`config.mk`:
```
export PLATFORM = sky130hd
export DESIGN_NAME = updi_cs_access
export DESIGN_NICKNAME = d
export VERILOG_FILES = /design/src/rtl/updi_cs_access.sv
export SDC_FILE = /design/constraint.sdc
export NUM_CORES = 1
export LEC_CHECK = 0
export CORE_UTILIZATION = 52
export CTS_CLUSTER_DIAMETER = 60
export DETAILED_ROUTE_END_ITERATION = 7
export PLACE_DENSITY = 0.84
export SYNTH_ARGS = -nofsm -noshare
export SYNTH_HDL_FRONTEND = slang
export SYNTH_SLANG_ARGS = --single-unit
```
`constraint.sdc`:
```
create_clock -name clk -period 2.7 [get_ports clk]
set_input_delay 0.81 -clock clk [delete_from_list [all_inputs] [get_ports clk]]
set_output_delay 0.81 -clock clk [all_outputs]
set_load 0.01 [all_outputs]
```
`src/rtl/updi_cs_access.sv`:
```
// UPDI LDCS/STCS sequencer: pushes SYNCH/opcode/data to the PHY, consumes echoes and load response.
// Optional macro UPDI_ECHO_CHECK_EN enables echo-vs-sent byte comparison (err_code 3).
module updi_cs_access #(
    parameter int unsigned TIMEOUT_CLK = 200000,
    parameter logic [7:0]  SYNCH_BYTE  = 8'h55
) (
    input  logic       clk,
    input  logic       rst,
    input  logic       req,
    input  logic       req_store,
    input  logic [3:0] req_addr,
    input  logic [7:0] req_wdata,
    output logic       busy,
    output logic       done,
    output logic [7:0] rdata,
    output logic [1:0] err_code,
    output logic [7:0] uart_tx_fifo_data,
    output logic       uart_tx_fifo_wr_en,
    input  logic       uart_tx_fifo_full,
    input  logic [7:0] uart_rx_fifo_data,
    output logic       uart_rx_fifo_rd_en,
    input  logic       uart_rx_fifo_empty,
    input  logic       rx_error,
    output logic       double_break_start,
    input  logic       double_break_busy,
    input  logic       double_break_done
);

    localparam int unsigned TW = $clog2(TIMEOUT_CLK + 1);
    localparam logic [TW-1:0] TMO_LIMIT = TW'(TIMEOUT_CLK);

    localparam logic [1:0] ERR_NONE    = 2'd0;
    localparam logic [1:0] ERR_TIMEOUT = 2'd1;
    localparam logic [1:0] ERR_RX      = 2'd2;
    localparam logic [1:0] ERR_ECHO    = 2'd3;

    typedef enum logic [2:0] {
        S_IDLE,
        S_TX,
        S_ECHO,
        S_RESP,
        S_BRK_START,
        S_BRK_WAIT,
        S_FLUSH,
        S_DONE
    } state_t;

    state_t        state, state_nxt;
    logic          is_store;
    logic [3:0]    addr_q;
    logic [7:0]    wdata_q;
    logic [1:0]    tx_idx, tx_idx_nxt;
    logic [1:0]    echo_cnt, echo_cnt_nxt;
    logic [TW-1:0] tmo_cnt, tmo_cnt_nxt;
    logic [TW-1:0] tmo_inc;
    logic [7:0]    rdata_nxt;
    logic [1:0]    err_nxt;
    logic [7:0]    opcode;
    logic [1:0]    byte_cnt;
    logic [1:0]    last_idx;
    logic          echo_mismatch;

    function automatic logic [7:0] byte_at(input logic [1:0] idx,
                                           input logic [7:0] op,
                                           input logic [7:0] wd);
        case (idx)
            2'd0:    byte_at = SYNCH_BYTE;
            2'd1:    byte_at = op;
            default: byte_at = wd;
        endcase
    endfunction

    assign opcode   = {(is_store ? 4'hC : 4'h8), addr_q};
    assign byte_cnt = is_store ? 2'd3 : 2'd2;
    assign last_idx = is_store ? 2'd2 : 2'd1;
    assign tmo_inc  = tmo_cnt + 1'b1;

`ifdef UPDI_ECHO_CHECK_EN
    logic [1:0] echo_idx;
    // Echoes return in send order, so the expected byte index is (sent - remaining).
    assign echo_idx      = byte_cnt - echo_cnt;
    assign echo_mismatch = (uart_rx_fifo_data != byte_at(echo_idx, opcode, wdata_q));
`else
    assign echo_mismatch = 1'b0;
`endif

    // NOTE: sequential state uses non-blocking assignments only; all next values come from always_comb.
    always_ff @(posedge clk or posedge rst) begin
        if (rst) begin
            state    <= S_IDLE;
            tx_idx   <= 2'd0;
            echo_cnt <= 2'd0;
            tmo_cnt  <= '0;
            rdata    <= 8'h00;
            err_code <= ERR_NONE;
            is_store <= 1'b0;
            addr_q   <= 4'h0;
            wdata_q  <= 8'h00;
        end else begin
            state    <= state_nxt;
            tx_idx   <= tx_idx_nxt;
            echo_cnt <= echo_cnt_nxt;
            tmo_cnt  <= tmo_cnt_nxt;
            rdata    <= rdata_nxt;
            err_code <= err_nxt;
            if (state == S_IDLE && req) begin
                is_store <= req_store;
                addr_q   <= req_addr;
                wdata_q  <= req_wdata;
            end
        end
    end

    // NOTE: every always_comb output gets a default first so no path can infer a latch.
    always_comb begin
        state_nxt          = state;
        tx_idx_nxt         = tx_idx;
        echo_cnt_nxt       = echo_cnt;
        tmo_cnt_nxt        = tmo_cnt;
        rdata_nxt          = rdata;
        err_nxt            = err_code;
        uart_tx_fifo_data  = byte_at(tx_idx, opcode, wdata_q);
        uart_tx_fifo_wr_en = 1'b0;
        uart_rx_fifo_rd_en = 1'b0;
        double_break_start = 1'b0;

        unique case (state)
            S_IDLE: begin
                if (req) begin
                    err_nxt    = ERR_NONE;
                    tx_idx_nxt = 2'd0;
                    state_nxt  = S_TX;
                end
            end

            S_TX: begin
                if (!uart_tx_fifo_full) begin
                    uart_tx_fifo_wr_en = 1'b1;
                    if (tx_idx == last_idx) begin
                        echo_cnt_nxt = byte_cnt;
                        tmo_cnt_nxt  = '0;
                        state_nxt    = S_ECHO;
                    end else begin
                        tx_idx_nxt = tx_idx + 2'd1;
                    end
                end
            end

            S_ECHO: begin
                // Priority within a cycle: rx_error, then echo mismatch, then timeout.
                if (rx_error) begin
                    err_nxt   = ERR_RX;
                    state_nxt = S_BRK_START;
                end else if (!uart_rx_fifo_empty) begin
                    uart_rx_fifo_rd_en = 1'b1;
                    tmo_cnt_nxt        = '0;
                    if (echo_mismatch) begin
                        err_nxt   = ERR_ECHO;
                        state_nxt = S_BRK_START;
                    end else begin
                        echo_cnt_nxt = echo_cnt - 2'd1;
                        if (echo_cnt == 2'd1)
                            state_nxt = is_store ? S_DONE : S_RESP;
                    end
                end else begin
                    tmo_cnt_nxt = tmo_inc;
                    if (tmo_inc == TMO_LIMIT) begin
                        err_nxt   = ERR_TIMEOUT;
                        state_nxt = S_BRK_START;
                    end
                end
            end

            S_RESP: begin
                if (rx_error) begin
                    err_nxt   = ERR_RX;
                    state_nxt = S_BRK_START;
                end else if (!uart_rx_fifo_empty) begin
                    uart_rx_fifo_rd_en = 1'b1;
                    tmo_cnt_nxt        = '0;
                    rdata_nxt          = uart_rx_fifo_data;
                    state_nxt          = S_DONE;
                end else begin
                    tmo_cnt_nxt = tmo_inc;
                    if (tmo_inc == TMO_LIMIT) begin
                        err_nxt   = ERR_TIMEOUT;
                        state_nxt = S_BRK_START;
                    end
                end
            end

            S_BRK_START: begin
                // A break already running is joined rather than restarted.
                if (double_break_busy) begin
                    state_nxt = double_break_done ? S_FLUSH : S_BRK_WAIT;
                end else begin
                    double_break_start = 1'b1;
                    state_nxt          = S_BRK_WAIT;
                end
            end

            S_BRK_WAIT: begin
                if (double_break_done)
                    state_nxt = S_FLUSH;
            end

            S_FLUSH: begin
                if (!uart_rx_fifo_empty)
                    uart_rx_fifo_rd_en = 1'b1;
                else
                    state_nxt = S_DONE;
            end

            S_DONE: begin
                state_nxt = S_IDLE;
            end

            default: begin
                state_nxt = S_IDLE;
            end
        endcase
    end

    assign busy = (state != S_IDLE);
    assign done = (state == S_DONE);

endmodule

```
; Word-level counts from Yosys, hierarchy flattened
; Index checks and enable logic that the tools add are counted.
[classes]
add_sub_neg = 3
n_eq_ne = 23
n_mux = 44
bitwise_logic = 2
reduce_logical = 15
[ops]
columns = cell, count
row1 = $mux W18, 4
row2 = $mux W3, 13
row3 = $pmux W18 S2, 1
row4 = $mux W2, 13
row5 = $pmux W3 S8, 1
row6 = $add A18 B1 Y18 const B, 1
row7 = $eq A18 B18 Y1 const B, 1
row8 = $ne A2 B2 Y1 const B, 9
row9 = $pmux W8 S2, 1
row10 = $eq A3 B3 Y1 const B, 4
row11 = $pmux W2 S2, 3
row12 = $reduce_and A4 Y1, 3
row13 = $reduce_bool A2 Y1, 4
row14 = $mux W1, 7
row15 = $eq A3 B2 Y1 const B, 2
row16 = $ne A3 B1 Y1 const B, 2
row17 = $reduce_and A6 Y1, 1
row18 = $reduce_and A5 Y1, 1
row19 = $eq A2 B1 Y1 const B, 2
row20 = $ne A4 B4 Y1 const B, 1
row21 = $eq A3 B1 Y1 const B, 1
row22 = $logic_not A3 Y1, 1
row23 = $reduce_and A3 Y1, 1
row24 = $reduce_bool A3 Y1, 1
row25 = 8 further kinds, 9
[totals]
ff_bits = 48
output_inout_bits = 23
elab_cells = 96

; Depth between registers and ports, before layout
[logic_depth]
ltp_word = 6
ltp_mapped = 8
ltp_nobuf = 7

; Least setup slack after synthesis
; Ideal clock, no wire load.
[synth_path]
path_kind = register to register
startpoint = reg tmo_cnt[8]
endpoint = reg state[1]
setup_ns = 0.121
arrival_time_ns = 2.175
required_time_ns = 2.579
slack_ns = 0.404
path_stages_with_launch = 9
n_path_buf = 2
path_cell_list = dfrtp_1 clkbuf_1 nand3_1 or4_1 buf_2 a211o_1 a2111oi_2 nand3_1 a22o_1
[synth_between]
elab_chain_len = 6
word_cells_on_any_way = 8
[synth_lines]
columns = item, line_no
row1 = from (decl), 54  ; logic [TW-1:0] tmo_cnt, tmo_cnt_nxt;
row2 = from (signal assigned), 103  ; tmo_cnt <= tmo_cnt_nxt;
row3 = $add A18 B1 Y18 *, 76  ; assign tmo_inc = tmo_cnt + 1'b1;
row4 = $eq A18 B18 Y1 *, "167, 185"
row5 = $mux W3 *, n/a
row6 = $mux W3 (on tied branches) (2 in series), n/a
row7 = $pmux W3 S8 *, n/a
row8 = to (signal assigned), 100  ; state <= state_nxt;
row9 = to (decl), 48  ; state_t state, state_nxt;
; Mark *: on every way between the ends. The rest lies on a longest branch, timed or not.
; A chain may end at the register's enable or synchronous reset.

; Worst setup path after layout
[layout_path]
startpoint = in uart_rx_fifo_empty
endpoint = out uart_rx_fifo_rd_en
[layout_between]
elab_chain_len = 3
[layout_lines]
columns = item, line_no
row1 = from (decl), 22  ; input logic uart_rx_fifo_empty,
row2 = $mux W1 *, "154, 178, 208"
row3 = $mux W1, 175  ; if (rx_error) begin
row4 = $pmux W1 S2 *, 127  ; unique case (state)
row5 = to (decl), 21  ; output logic uart_rx_fifo_rd_en,
; Marks and branches as above.

==> out/metrics.csv <==
stage;metric;value;unit
outcome;outcome;complete, no violations;
logic_synthesis;largest family of logic cells by synthesized area;simple AND/OR/NAND/NOR gates;
job;Max Cap Violations;0;
clock_tree;root buf cell;clkbuf_8;
power_and_ir_drop;overall power;0.00307;W
die;Die Footprint;5610;sq um
die;I/O pin total;52;
logic_synthesis;synth top area cells;dfrtp_1 43%, mux2_2 9.4%, o21ai_0 5.4%;
worst_setup_path;CP Capture Type;output port;
route;Residual DRC;0;
logic_synthesis;Synth Cell Area;2760;sq um
logic_synthesis;Syn Inst Count;293;
logic_synthesis;predominant post-synthesis flop cell;dfrtp_1;
place;GPL Wtd Cong;0.862;
power_and_ir_drop;Max IR drop VDD;0.603;mV
logic_synthesis;post-synth cell types;50;
clock_tree;Clk pin slew, worst setup/hold paths;0.09;ns
route;DRT Wirelength;6880;um
power_and_ir_drop;Pleak;1.58;nW
logic_synthesis;Async SR Flop Fraction;100;%
global_route;Congestion Overflow GR;0;
global_route;first-pass GRT wire length;11500;um
die;Core Footprint;5110;sq um
worst_setup_path;highest net fanout along the worst path;2;
logic_synthesis;Syn. warnings;0;
worst_setup_path;CP max-delay cell;clkdlybuf4s50_1;
sta;Slew Limit Headroom;66.9;%
clock_tree;worst skew pair latency;0.30;ns
sta;Slew @ Worst Pin;0.493;ns
clock_tree;CTS sink cnt;48;
route;DR vias;2550;
place;Placed Area;3450;sq um
die;die width;74.9;um
logic_synthesis;post-synthesis mux area share;10.1;%
global_route;vias in the first global route;2532;
logic_synthesis;post-synthesis sequential area ratio;43.5;%
logic_synthesis;syn nets;326;
logic_synthesis;Seq cells post-synth;48;
sta;Layout Skew;0.00853;ns
route;Post-DRT Antenna Nets;0;
clock_tree;htree depth;2;
global_route;Total GRT Usage;27.1;%
worst_setup_path;CP peak stage delay;0.43;ns
sta;period utilisation layout;96.5;%
route;router iterations before antenna repair;4;
route;vias per cell;5.97;
logic_synthesis;area leader, netlist;dfrtp_1;
sta;RSZ-0062 raised after global routing;yes;
sta;post-route worst setup slack;0.0933;ns
global_route;largest net degree at the start of global routing;29;
worst_setup_path;Worst Path Class, Setup;input pin to output port;
logic_synthesis;Post-synth EDFFs;0;
worst_setup_path;worst-path cell chain;clkdlybuf4s50_1 -> nand3b_1 -> a21oi_1 -> dlygate4sd2_1;
sta;Final Max Tran Viols;0;
place;DP HPWL;4890;um
sta;Final Hold Fails;0;
cells_and_area;Finished Core Util;71.1;%
logic_synthesis;Synth top area share;43.5;%
worst_setup_path;CP startpoint kind;input pin;
clock_tree;hold-fix buffers at CTS;0;
clock_tree;CTS tree;done;
die;Initial Util;54.1;%
place;pre-CTS WS;-0.257;ns
logic_synthesis;XOR/XNOR Fraction of Synth Area;1.90;%
place;placed cell count;416;
route;Initial DRC Count;173;
power_and_ir_drop;pwr dens;844;nW/um^2
cells_and_area;area grow syn2layout;31.4;%
clock_tree;clk buf depth;2;
min_path;hold crit path type;register to register;
cells_and_area;ant diodes;0;
logic_synthesis;Syn Area/Cell;9.43;sq um
global_route;initial antenna violation count;0;
cells_and_area;post-route cell area;3630;sq um
cells_and_area;filler instances;397;
route;Wirelength per Cell;16.1;um
worst_setup_path;Worst EP arrival;1.80;ns
clock_tree;Num CTS Buffers;5;
sta;maximum clock frequency;384;MHz
logic_synthesis;area fraction in compound gates after synthesis;19.0;%
logic_synthesis;Simple-Gate Fraction of Synth Area;19.7;%
cells_and_area;nets;389;
worst_setup_path;CP Data Required Time;1.89;ns
cells_and_area;share of cells above drive strength 1;19.3;%
die;row count;26;
place;port bufs;51;
cells_and_area;Final Non-Filler Cells;427;
sta;final setup vio count;0;
sta;Final min period;2.61;ns
logic_synthesis;Synth Area in Adders;1.81;%
die;height of the chip;74.9;um
==> cell usage after synthesis (6+ instances only) <==
| master | count |
|---|---|
| dfrtp_1 | 48 |
| o21ai_0 | 30 |
| mux2_2 | 23 |
| nor2_1 | 23 |
| nand2_1 | 22 |
| clkbuf_1 | 12 |
| nand3_1 | 11 |
| a21oi_1 | 10 |
| inv_1 | 9 |
| nand4_1 | 9 |
| a31oi_1 | 6 |
| nor3_1 | 6 |
==> worst max-delay path, delay by kind of cell <==
family | cells | cell delay, ns
compound gates | 1 | 0.11
buf+inv | 2 | 0.70
simple gates | 1 | 0.17
==> cell usage in the layout (no fill, tap or decap), types with 3 or more instances in the layout <==
| cell | instances |
|---|---|
| xor2_1 | 3 |
| and2_1 | 4 |
| dlygate4sd2_1 | 5 |
| dfrtp_2 | 3 |
| a31oi_1 | 6 |
| buf_4 | 22 |
| clkbuf_8 | 5 |
| nand4_1 | 9 |
| nor4_1 | 3 |
| nand2_1 | 22 |
| mux2_2 | 23 |
| a21o_1 | 3 |
| xnor2_1 | 3 |
| dfrtp_1 | 45 |
| o21ai_0 | 30 |
| clkdlybuf4s50_1 | 42 |
| inv_1 | 8 |
| a21oi_1 | 10 |
| nand3_1 | 11 |
| nor3_1 | 6 |
| o31ai_1 | 5 |
| nor2_1 | 22 |
| a22o_1 | 5 |
| a211o_1 | 5 |
| nand2b_1 | 4 |
| nor2b_1 | 3 |
| dlymetal6s2s_1 | 4 |
==> final cells by class <==
type	instances	area (sq um)	area share, %
clock buffers	5	68.8	1.89
clock inverters	3	42.5	1.17
inverters	10	37.5	1.03
multi-input cells	217	1490	41.1
flip-flops and latches	48	1200	33.2
well taps	70	87.6	2.41
repair buffers	74	699	19.3
==> layer usage <==
layer  up-vias  global-route usage, %  routed length (um)
li1       1205                      -                   -
met1      1233                   34.1                2880
met2       100                   44.5                3350
met3        12                   7.76                 522
met4         0                   10.1                 124
met5         -                      0                   0
==> flip-flops by register name, indices dropped and copies added (netlist names) <==
signal / count
wdata_q: 8
tx_idx: 2
state: 3
rdata: 8
err_code: 2
is_store: 1
tmo_cnt: 18
addr_q: 4
echo_cnt: 2
==> cells by family after synthesis <==
group	after synthesis
adders and majority gates	4
muxes	25
xor gates and xnor gates	6
AOI/OAI and AO/OA	79
and+or+nand+nor	103
buffers and inverters	28
DFF	48
==> repair_timing <==
item,in CTS,in global routing
buffers inserted,2,1
resized for setup,12,8
endpoints found under the setup margin,10,10
==> final timing paths <==
| check | start | endpoint | slack, ns | cells after the start |
|---|---|---|---|---|
| setup / recovery | uart_rx_fifo_empty | uart_rx_fifo_rd_en | 0.09 | 4 |
| hold / removal | wdata_q[6] | wdata_q[6] | 0.51 | 1 |
| setup reg to reg | tmo_cnt[4] | state[1] | 0.18 | 6 |
| hold reg to reg | wdata_q[6] | wdata_q[6] | 0.51 | 1 |
| max in group asynchronous | rst | state[2] | 1.34 | 3 |
| min in group asynchronous | rst | rdata[4] | 0.84 | 2 |
==> where the power goes <==
| part | internal (W) | leakage (nW) | switching (W) |
|---|---|---|---|
| combinational | 0.000770 | 0.908 | 0.000654 |
| clock | 0.000274 | 0.0541 | 0.000245 |
| sequential | 0.000940 | 0.615 | 0.000185 |
| total | 0.00198 | 1.58 | 0.00108 |
==> stage by stage <==
| step | TNS, ns | hold slack, ns |
|---|---|---|
| after floorplan | 0 | 0.458 |
| after global placement | -0.378 | 0.485 |
| after detailed placement | -0.638 | 0.492 |
| after CTS | 0 | 0.512 |
| after global routing | 0 | 0.524 |
| final | 0 | 0.511 |
(Power assumes the default switching activity.)
